<file path="config.mk">
export PLATFORM = sky130hd
export DESIGN_NAME = fifo_rd_packer
export DESIGN_NICKNAME = d
export VERILOG_FILES = /design/src/rtl/fifo_rd_packer.sv
export SDC_FILE = /design/constraint.sdc
export NUM_CORES = 1
export LEC_CHECK = 0
export ABC_CLOCK_PERIOD_IN_PS = 2900
export CAP_MARGIN = 20
export CELL_PAD_IN_SITES_DETAIL_PLACEMENT = 1
export CELL_PAD_IN_SITES_GLOBAL_PLACEMENT = 2
export CORE_MARGIN = 10
export CORE_UTILIZATION = 36
export DETAILED_ROUTE_END_ITERATION = 12
export PLACE_DENSITY_LB_ADDON = 0.1
export SLEW_MARGIN = 10
export SYNTH_ARGS = -nofsm -noshare
export SYNTH_HDL_FRONTEND = slang
export SYNTH_SLANG_ARGS = --single-unit
</file>
<file path="constraint.sdc">
create_clock -name rclk -period 2.9 [get_ports rclk]
set_input_delay 0.87 -clock rclk [delete_from_list [all_inputs] [get_ports rclk]]
set_output_delay 0.87 -clock rclk [all_outputs]
set_load 0.05 [all_outputs]
</file>
<file path="src/rtl/fifo_rd_packer.sv">
`default_nettype none
// +----------------------------------------------------------------------------+
// | Module      : fifo_rd_packer                                               |
// | Description : Drains a FWFT FIFO read port and packs PACK entries into one |
// |               wide word behind a registered valid/ready output; flush      |
// |               emits a partial word together with its lane count.          |
// | Revision    : 1.0                                                          |
// +----------------------------------------------------------------------------+
module fifo_rd_packer #(
    parameter int DATALEN = 8,
    parameter int PACK    = 4,
    parameter int CNTW    = 3
) (
    input  logic                     rclk,
    input  logic                     rrst_n,
    input  logic                     fifo_empty_i,
    input  logic [DATALEN-1:0]       fifo_rdata_i,
    output logic                     fifo_rinc_o,
    input  logic                     flush_i,
    output logic                     out_valid_o,
    input  logic                     out_ready_i,
    output logic [PACK*DATALEN-1:0]  out_data_o,
    output logic [CNTW-1:0]          out_cnt_o
);

    localparam int              c_W        = PACK * DATALEN;
    localparam logic [CNTW-1:0] c_PACK_CNT = CNTW'(PACK);

    typedef enum logic [0:0] {
        OUT_EMPTY = 1'b0,
        OUT_FULL  = 1'b1
    } out_state_t;

    out_state_t      r_state;
    out_state_t      w_state_nxt;

    logic [c_W-1:0]  r_asm_data;
    logic [c_W-1:0]  w_asm_data_nxt;
    logic [c_W-1:0]  w_asm_masked;
    logic [CNTW-1:0] r_asm_cnt;
    logic [CNTW-1:0] w_asm_cnt_nxt;
    logic [c_W-1:0]  r_out_data;
    logic [CNTW-1:0] r_out_cnt;
    logic            r_flush_pend;
    logic            w_flush_pend_nxt;
    logic            w_out_free;
    logic            w_asm_full;
    logic            w_xfer;
    logic            w_pop;

    assign w_out_free = (r_state == OUT_EMPTY) | out_ready_i;
    assign w_asm_full = (r_asm_cnt == c_PACK_CNT);
    assign w_xfer     = w_out_free & (w_asm_full | (r_flush_pend & (r_asm_cnt != '0)));
    // rrst_n gating keeps the pop strobe quiet for the whole reset assertion.
    assign w_pop      = rrst_n & ~fifo_empty_i & ~r_flush_pend & (~w_asm_full | w_xfer);

    assign w_flush_pend_nxt = flush_i | (r_flush_pend & ~w_xfer & (r_asm_cnt != '0));

    generate
        for (genvar g = 0; g < PACK; g++) begin : g_mask
            assign w_asm_masked[g*DATALEN +: DATALEN] =
                (CNTW'(g) < r_asm_cnt) ? r_asm_data[g*DATALEN +: DATALEN] : '0;
        end
    endgenerate

    always_comb begin
        w_asm_data_nxt = r_asm_data;
        w_asm_cnt_nxt  = r_asm_cnt;
        if (w_xfer) begin
            w_asm_data_nxt = '0;
            w_asm_cnt_nxt  = '0;
            if (w_pop) begin
                w_asm_data_nxt[DATALEN-1:0] = fifo_rdata_i;
                w_asm_cnt_nxt               = CNTW'(1);
            end
        end else if (w_pop) begin
            for (int i = 0; i < PACK; i++) begin
                if (r_asm_cnt == CNTW'(i)) begin
                    w_asm_data_nxt[i*DATALEN +: DATALEN] = fifo_rdata_i;
                end
            end
            w_asm_cnt_nxt = r_asm_cnt + CNTW'(1);
        end
    end

    always_comb begin
        w_state_nxt = r_state;
        if (w_xfer) begin
            w_state_nxt = OUT_FULL;
        end else if ((r_state == OUT_FULL) && out_ready_i) begin
            w_state_nxt = OUT_EMPTY;
        end
    end

    always_ff @(posedge rclk or negedge rrst_n) begin
        if (!rrst_n) begin
            r_state <= OUT_EMPTY;
        end else begin
            r_state <= w_state_nxt;
        end
    end

    always_ff @(posedge rclk or negedge rrst_n) begin
        if (!rrst_n) begin
            r_asm_data   <= '0;
            r_asm_cnt    <= '0;
            r_flush_pend <= 1'b0;
            r_out_data   <= '0;
            r_out_cnt    <= '0;
        end else begin
            r_asm_data   <= w_asm_data_nxt;
            r_asm_cnt    <= w_asm_cnt_nxt;
            r_flush_pend <= w_flush_pend_nxt;
            if (w_xfer) begin
                r_out_data <= w_asm_masked;
                r_out_cnt  <= r_asm_cnt;
            end
        end
    end

    assign fifo_rinc_o = w_pop;
    assign out_valid_o = (r_state == OUT_FULL);
    assign out_data_o  = r_out_data;
    assign out_cnt_o   = r_out_cnt;

endmodule
`default_nettype wire
</file>
==> results of run 1 <==
[area by class of cell]
cell class	count	area [µm²]	share of cell area, %
clock buffer	11	141	3.46
clock inverter	5	104	2.54
inverter	3	11.3	0.276
multi-input combinational	211	1290	31.6
sequential	72	1800	44.1
tap	108	135	3.31
timing repair buffer	63	601	14.7
[synth_stat cells]
| library cell | count |
|---|---|
| inv_1 | 3 |
| o31ai_1 | 32 |
| clkbuf_1 | 16 |
| o21bai_1 | 1 |
| buf_2 | 10 |
| nand4bb_1 | 1 |
| buf_4 | 1 |
| buf_1 | 3 |
| mux2i_1 | 2 |
| and4bb_2 | 1 |
| nor2_1 | 2 |
| or3b_1 | 1 |
| xnor2_1 | 1 |
| mux2_2 | 3 |
| o32a_4 | 1 |
| a21o_1 | 2 |
| nor3b_1 | 1 |
| o21ai_0 | 67 |
| and2_1 | 1 |
| nand3_1 | 26 |
| nand2_1 | 24 |
| a22o_1 | 8 |
| dfrtp_1 | 72 |
| nor2b_1 | 3 |
| or2_2 | 1 |
| nand4b_1 | 1 |
| a21oi_1 | 25 |
| ha_1 | 3 |
| a211oi_4 | 1 |
| buf_6 | 1 |
| nand2b_1 | 3 |
[sequential cells by signal, indices dropped and copies added (netlist names)]
| signal | count |
|---|---|
| r_flush_pend | 1 |
| out_data_o | 32 |
| r_asm_cnt | 3 |
| r_asm_data | 32 |
| out_valid_o | 1 |
| out_cnt_o | 3 |
[worst min path at each step]
stage,slack (ns),endpoint,cells past startpoint
final,0.50,r_asm_data[5]$_DFFE_PN0P_,1
after global routing,0.52,r_asm_data[4]$_DFFE_PN0P_,1
after CTS,0.50,r_asm_data[1]$_DFFE_PN0P_,1
after detailed placement,0.48,r_asm_data[1]$_DFFE_PN0P_,1
after global placement,0.48,r_asm_data[7]$_DFFE_PN0P_,1
after floorplan,0.46,r_asm_data[0]$_DFFE_PN0P_,1
[metrics by stage]
stage	cell area (µm²)	total power [W]	hold slack, ns	util (%)	instances
2_1_floorplan	3220	0.00227	0.460	-	317
3_3_place_gp	3830	0.00273	0.481	43.9	457
3_5_place_dp	3830	0.00277	0.482	43.9	457
4_1_cts	4080	0.00376	0.502	46.8	473
5_1_grt	4080	0.00393	0.518	46.8	473
6_report	4080	0.00371	0.503	46.8	473
[cells by family after synthesis]
logic type	Yosys count
buffers and inverters	34
AO/OA/AOI/OAI	137
flip-flops	72
adder cells (fa/ha/maj)	3
XOR/XNOR	1
multiplexers	5
AND/OR/NAND/NOR	65
[power groups by stage]
stage / Sequential (W) / Clock [W] / Combinational (W)
finish: 0.00134 / 0.000974 / 0.00139
global route: 0.00136 / 0.00105 / 0.00151
CTS: 0.00134 / 0.00100 / 0.00141
detailed placement: 0.00135 / 0 / 0.00141
global placement: 0.00135 / 0 / 0.00138
floorplan: 0.00163 / 0 / 0.000643
[per-layer routing]
metal  up-vias  share of wire [%]  track usage, %
met2        40                 48            22.0
met4         0               0.47            5.51
li1       1235                  -               -
met1      1281                 46            17.5
met3         4                5.0            3.67
met5         -                  0               0
[placed cells by master, fill, tap and decap left out, drive strengths merged, types with 8 or more instances in the layout]
cell type      count
a21oi             25
a22o               8
buf               16
clkbuf            11
clkdlybuf4s50     47
dfrtp             72
nand2             24
nand3             26
o21ai             67
o31ai             32
[worst max-delay path: cells and delay by family]
family | cells | cell delay, ns
buffers and inverters | 2 | 0.61
and+or+nand+nor | 2 | 0.47
[what timing repair did]
item	4_1_cts	5_1_grt
endpoints found under the hold margin	0	0
gates resized for setup	1	1
endpoints found under the setup margin	1	1
==> impl_metrics.toml, run 1 <==
[status]
outcome = "finished clean"

[worst_hold_path]
worstHoldStart = "r_asm_data[5]$_DFFE_PN0P_"
hold_path_class = "reg2reg"

[cts]
htree_levels = 3
cts_sinks = 72
cts-root-buf = "clkbuf_8"
cts_hold_buf = 0
cts_tree = "done"
clk_pin_slew_ns = 0.08
cts_buffer_depth = 2
clock_latency_ns = 0.34
post_cts_buffers = 0
numCtsBuffers = 9

[synthesis]
syn_inst = 317
synth_xor_area_share_pct = 0.272
syn-cell-area_um2 = 3220
yosys.area.top_type = "dfrtp_1"
yosys.area_share.simple_pct = 10.2
seq_area_frac_synth_pct = 56.0
muxShareOfSynthArea_pct = 1.67
synth_top_area_share_pct = 56.0
synthAdderAreaFrac_pct = 1.17
yosys_register_bits = 72
synth_cell_types = 31
yosysWarnings = 0
syn-num-nets = 333
synth_top_family_by_area = "compound AO/OA/AOI/OAI gates"
synth_compound_area_share_pct = 26.0
synth.avg_cell_area_um2 = 10.1
synth_area_leaders = "dfrtp_1 (56%), o21ai_0 (10%), o31ai_1 (7.5%), nand3_1 (4.0%), a21oi_1 (3.9%)"

[timing]
worst_slack_ns = 0.0771
tightestPinTransition_ns = 0.712
setup_viol = 0
fmax_mhz = 354
tns_ns = 0
hold_viol_final = 0
period_needed_ns = 2.82
finalClockSkew_ns = 0.00500
maxSlewHeadroom_pct = 52.5
rsz0062_at_grt = "false"
finalCritPeriodShare_pct = 97.3
slew_violations = 0

[placed_design]
portBuffers = 49
post-place-ws_ns = 0.0111
hpwl_um = 6190
gp_congestion = 0.783

[critical_path]
crit_chain = "clkdlybuf4s50_1 > nand4b_1 > and2_2 > buf_12"
reg2regPathDepth = 6
crit_arrival_ns = 1.95
crit_end = "fifo_rinc_o"
r2r_setup_slack_ns = 0.83
startpoint_type = "input pin"
critical_path_class = "in2out"
worstSetupStartpoint = "out_ready_i"
r2r-start = "r_asm_cnt[1]$_DFFE_PN0P_"
cpMaxStageDelayCell = "clkdlybuf4s50_1"
worstReg2RegEnd = "out_cnt_o[1]$_DFFE_PN0P_"
path_max_fanout = 2
cp.required_ns = 2.03
critical_path.max_stage_delay_ns = 0.46
end_kind = "output port"

[global_routing]
antenna_found_initial = 0
overflow = 0
grt_max_degree = 57
grt_pass1_wl_um = 14500
grt_util_all_layers_pct = 13.9
grt_pass1_vias = 2744

[power_and_ir_drop]
pwr-share-comb_pct = 37.5
seq_power_share_pct = 36.2
clkPwrFrac_pct = 26.3
internal_power_w = 0.00225
cellPowerDensity_nw_per_um2 = 908
vdd_drop_max_uv = 505
swShare_pct = 39.3
p_leak_nw = 1.69
switching_power_w = 0.00146

[layout]
drive_above_1_share_pct = 11.5
area_growth_pct = 27.0
layout.nets = 376
fill_cells = 977
diodes = 0

[job]
drv_cap = 0

[drt]
viasPerCell = 5.41
drt-total-wl_um = 8900
dr.pass1.iters = 4
final_antenna_net_count = 0
wl_per_cell_um = 18.8
drc = 0
drtIter0Drc = 110
vias = 2560

[floorplanning]
chipHeight_um = 115
die_area_um2 = 13100
start_util_pct = 36.9
die_w_um = 115
rows = 34
coreArea_um2 = 8720
io_pins = 50
No activity file was read; power rests on OpenSTA's default activity.
==> run 2: changes to the inputs <==
--- a/config.mk
+++ b/config.mk
@@ -5,12 +5,13 @@
 export SDC_FILE = /design/constraint.sdc
 export NUM_CORES = 1
 export LEC_CHECK = 0
-export ABC_CLOCK_PERIOD_IN_PS = 2900
+export ABC_CLOCK_PERIOD_IN_PS = 2600
 export CAP_MARGIN = 20
 export CELL_PAD_IN_SITES_DETAIL_PLACEMENT = 1
 export CELL_PAD_IN_SITES_GLOBAL_PLACEMENT = 2
 export CORE_MARGIN = 10
-export CORE_UTILIZATION = 36
+export CORE_UTILIZATION = 34
+export CTS_CLUSTER_SIZE = 28
 export DETAILED_ROUTE_END_ITERATION = 12
 export PLACE_DENSITY_LB_ADDON = 0.1
 export SLEW_MARGIN = 10
==> constraint.sdc (replaced) <==
create_clock -name rclk -period 2.6 [get_ports rclk]
set_input_delay 0.78 -clock rclk [delete_from_list [all_inputs] [get_ports rclk]]
set_output_delay 0.78 -clock rclk [all_outputs]
set_load 0.05 [all_outputs]
==> run 2 against run 1 <==
Against the previous run:
- sequential share of layout area down 1.1 points
- worst hold slack worse by 0.0074 ns
- register-to-register slack worse by 0.22 ns
- via count up 1.9%
- total power up 15%
- die area up 4.8%
- critical endpoint unchanged
- highest routed layer unchanged
==> impl_metrics.toml, run 2 (same netlist as run 1, synthesis figures left out) <==
[layout]
layout.nets = 378
finalNonFillerCells = 496
final_util_pct = 45.3
fill_cells = 1045
diodes = 0
drive_above_1_share_pct = 12.0
area_growth_pct = 30.1
layout_commonest_cell = "dfrtp_1"
final_cell_mix = "dfrtp_1 (72), o21ai_0 (67), clkdlybuf4s50_1 (46)"
stdcell_area_um2 = 4180

[floorplanning]
coreArea_um2 = 9240
die_area_um2 = 13700
chipHeight_um = 117
die_w_um = 117
rows = 35
io_pins = 50
start_util_pct = 34.8

[global_routing]
grt_max_degree = 70
grt_util_all_layers_pct = 13.7
grt_pass1_wl_um = 14500
overflow = 0
grt_pass1_vias = 2736
antenna_found_initial = 0

[timing]
setup_viol = 0
worst_slack_ns = 0.106
rsz0062_at_grt = "false"
finalCritPeriodShare_pct = 95.9
hold_viol_final = 0
period_needed_ns = 2.49
tns_ns = 0
fmax_mhz = 401
finalClockSkew_ns = 0.0104
slew_violations = 0
maxSlewHeadroom_pct = 59.4
tightestPinTransition_ns = 0.609

[placed_design]
place_area_um2 = 3900
post-place-ws_ns = -0.0114
portBuffers = 49
gp_congestion = 0.746
dp_cells = 479
hpwl_um = 5920

[critical_path]
crit_end = "fifo_rinc_o"
critical_path_class = "in2out"
reg2regPathDepth = 6
worstReg2RegEnd = "out_cnt_o[1]$_DFFE_PN0P_"
r2r-start = "r_asm_cnt[1]$_DFFE_PN0P_"
path_max_fanout = 2
startpoint_type = "input pin"
crit_arrival_ns = 1.71
worstSetupStartpoint = "out_ready_i"
cp.required_ns = 1.82
end_kind = "output port"
r2r_setup_slack_ns = 0.61

[cts]
cts_tree = "done"
cts_buffer_depth = 2
clock_latency_ns = 0.35
htree_levels = 3
cts_hold_buf = 0
clk_pin_slew_ns = 0.08
cts_sinks = 72
numCtsBuffers = 9
cts-root-buf = "clkbuf_8"

[drt]
wl_per_cell_um = 17.9
vias = 2609
drtIter0Drc = 122
dr.pass1.iters = 4
drt-total-wl_um = 8870
viasPerCell = 5.26
final_antenna_net_count = 0
drc = 0

[job]
drv_cap = 0

[power_and_ir_drop]
p_leak_nw = 1.72
vdd_drop_max_uv = 615
cellPowerDensity_nw_per_um2 = 1020

[status]
outcome = "finished clean"

[worst_hold_path]
hold_path_class = "in2async"
==> run 2: cell type report <==
type	instances	area (µm²)	share of cell area, %
clock buffer	11	131	3.14
clock inverter	5	129	3.08
inverter	3	11.3	0.269
multi-input combinational	211	1290	30.9
sequential	72	1800	43.1
tap	129	161	3.86
timing repair buffer	65	656	15.7
==> run 2: per-layer routing <==
| metal | vias to the layer above | global-route usage [%] | part of all wire [%] |
|---|---|---|---|
| met5 | - | 0 | 0 |
| met4 | 0 | 5.35 | 2.0 |
| met3 | 16 | 4.18 | 5.5 |
| met2 | 59 | 21.2 | 46 |
| met1 | 1289 | 17.6 | 47 |
| li1 | 1245 | - | - |
==> run 2: critical path: stages <==
cell and delay (ns):
clkdlybuf4s50_1 0.41, nand4b_1 0.19, and2_4 0.18, buf_12 0.14
==> run 2: where the power goes <==
group	internal (W)	total, W	switching [W]
combinational	0.000536	0.00160	0.00106
sequential	0.00135	0.00150	0.000145
clock	0.000738	0.00118	0.000437
==> run 2: worst min path at each step <==
| stage | endpoint | slack [ns] | from |
|---|---|---|---|
| 2_1_floorplan | r_asm_data[0]$_DFFE_PN0P_ | 0.46 | r_asm_data[0]$_DFFE_PN0P_ |
| 3_3_place_gp | r_asm_data[2]$_DFFE_PN0P_ | 0.48 | r_asm_data[2]$_DFFE_PN0P_ |
| 3_5_place_dp | r_asm_data[3]$_DFFE_PN0P_ | 0.48 | r_asm_data[3]$_DFFE_PN0P_ |
| 4_1_cts | r_asm_data[0]$_DFFE_PN0P_ | 0.49 | rrst_n |
| 5_1_grt | r_asm_data[0]$_DFFE_PN0P_ | 0.51 | rrst_n |
| 6_report | r_asm_data[0]$_DFFE_PN0P_ | 0.50 | rrst_n |
==> run 2: metrics by stage <==
step	power, W	hold slack, ns
final	0.00427	0.495
after global routing	0.00454	0.509
after CTS	0.00432	0.492
after detailed placement	0.00313	0.481
after global placement	0.00310	0.481
after floorplan	0.00254	0.460
==> run 2: repair_timing <==
item	4_1_cts	5_1_grt
endpoints found under the hold margin	0	0
gates cloned	0	0
pin swaps	0	2
endpoints found under the setup margin	1	1
resized for setup	1	3
buffers inserted	0	1
==> run 3: changes to the inputs <==
--- a/config.mk
+++ b/config.mk
@@ -13,6 +13,7 @@
 export CORE_UTILIZATION = 34
 export CTS_CLUSTER_SIZE = 28
 export DETAILED_ROUTE_END_ITERATION = 12
+export GPL_ROUTABILITY_DRIVEN = 0
 export PLACE_DENSITY_LB_ADDON = 0.1
 export SLEW_MARGIN = 10
 export SYNTH_ARGS = -nofsm -noshare
==> results of run 3 <==
The final DEF is identical to that of run 2; final timing and power are the same.
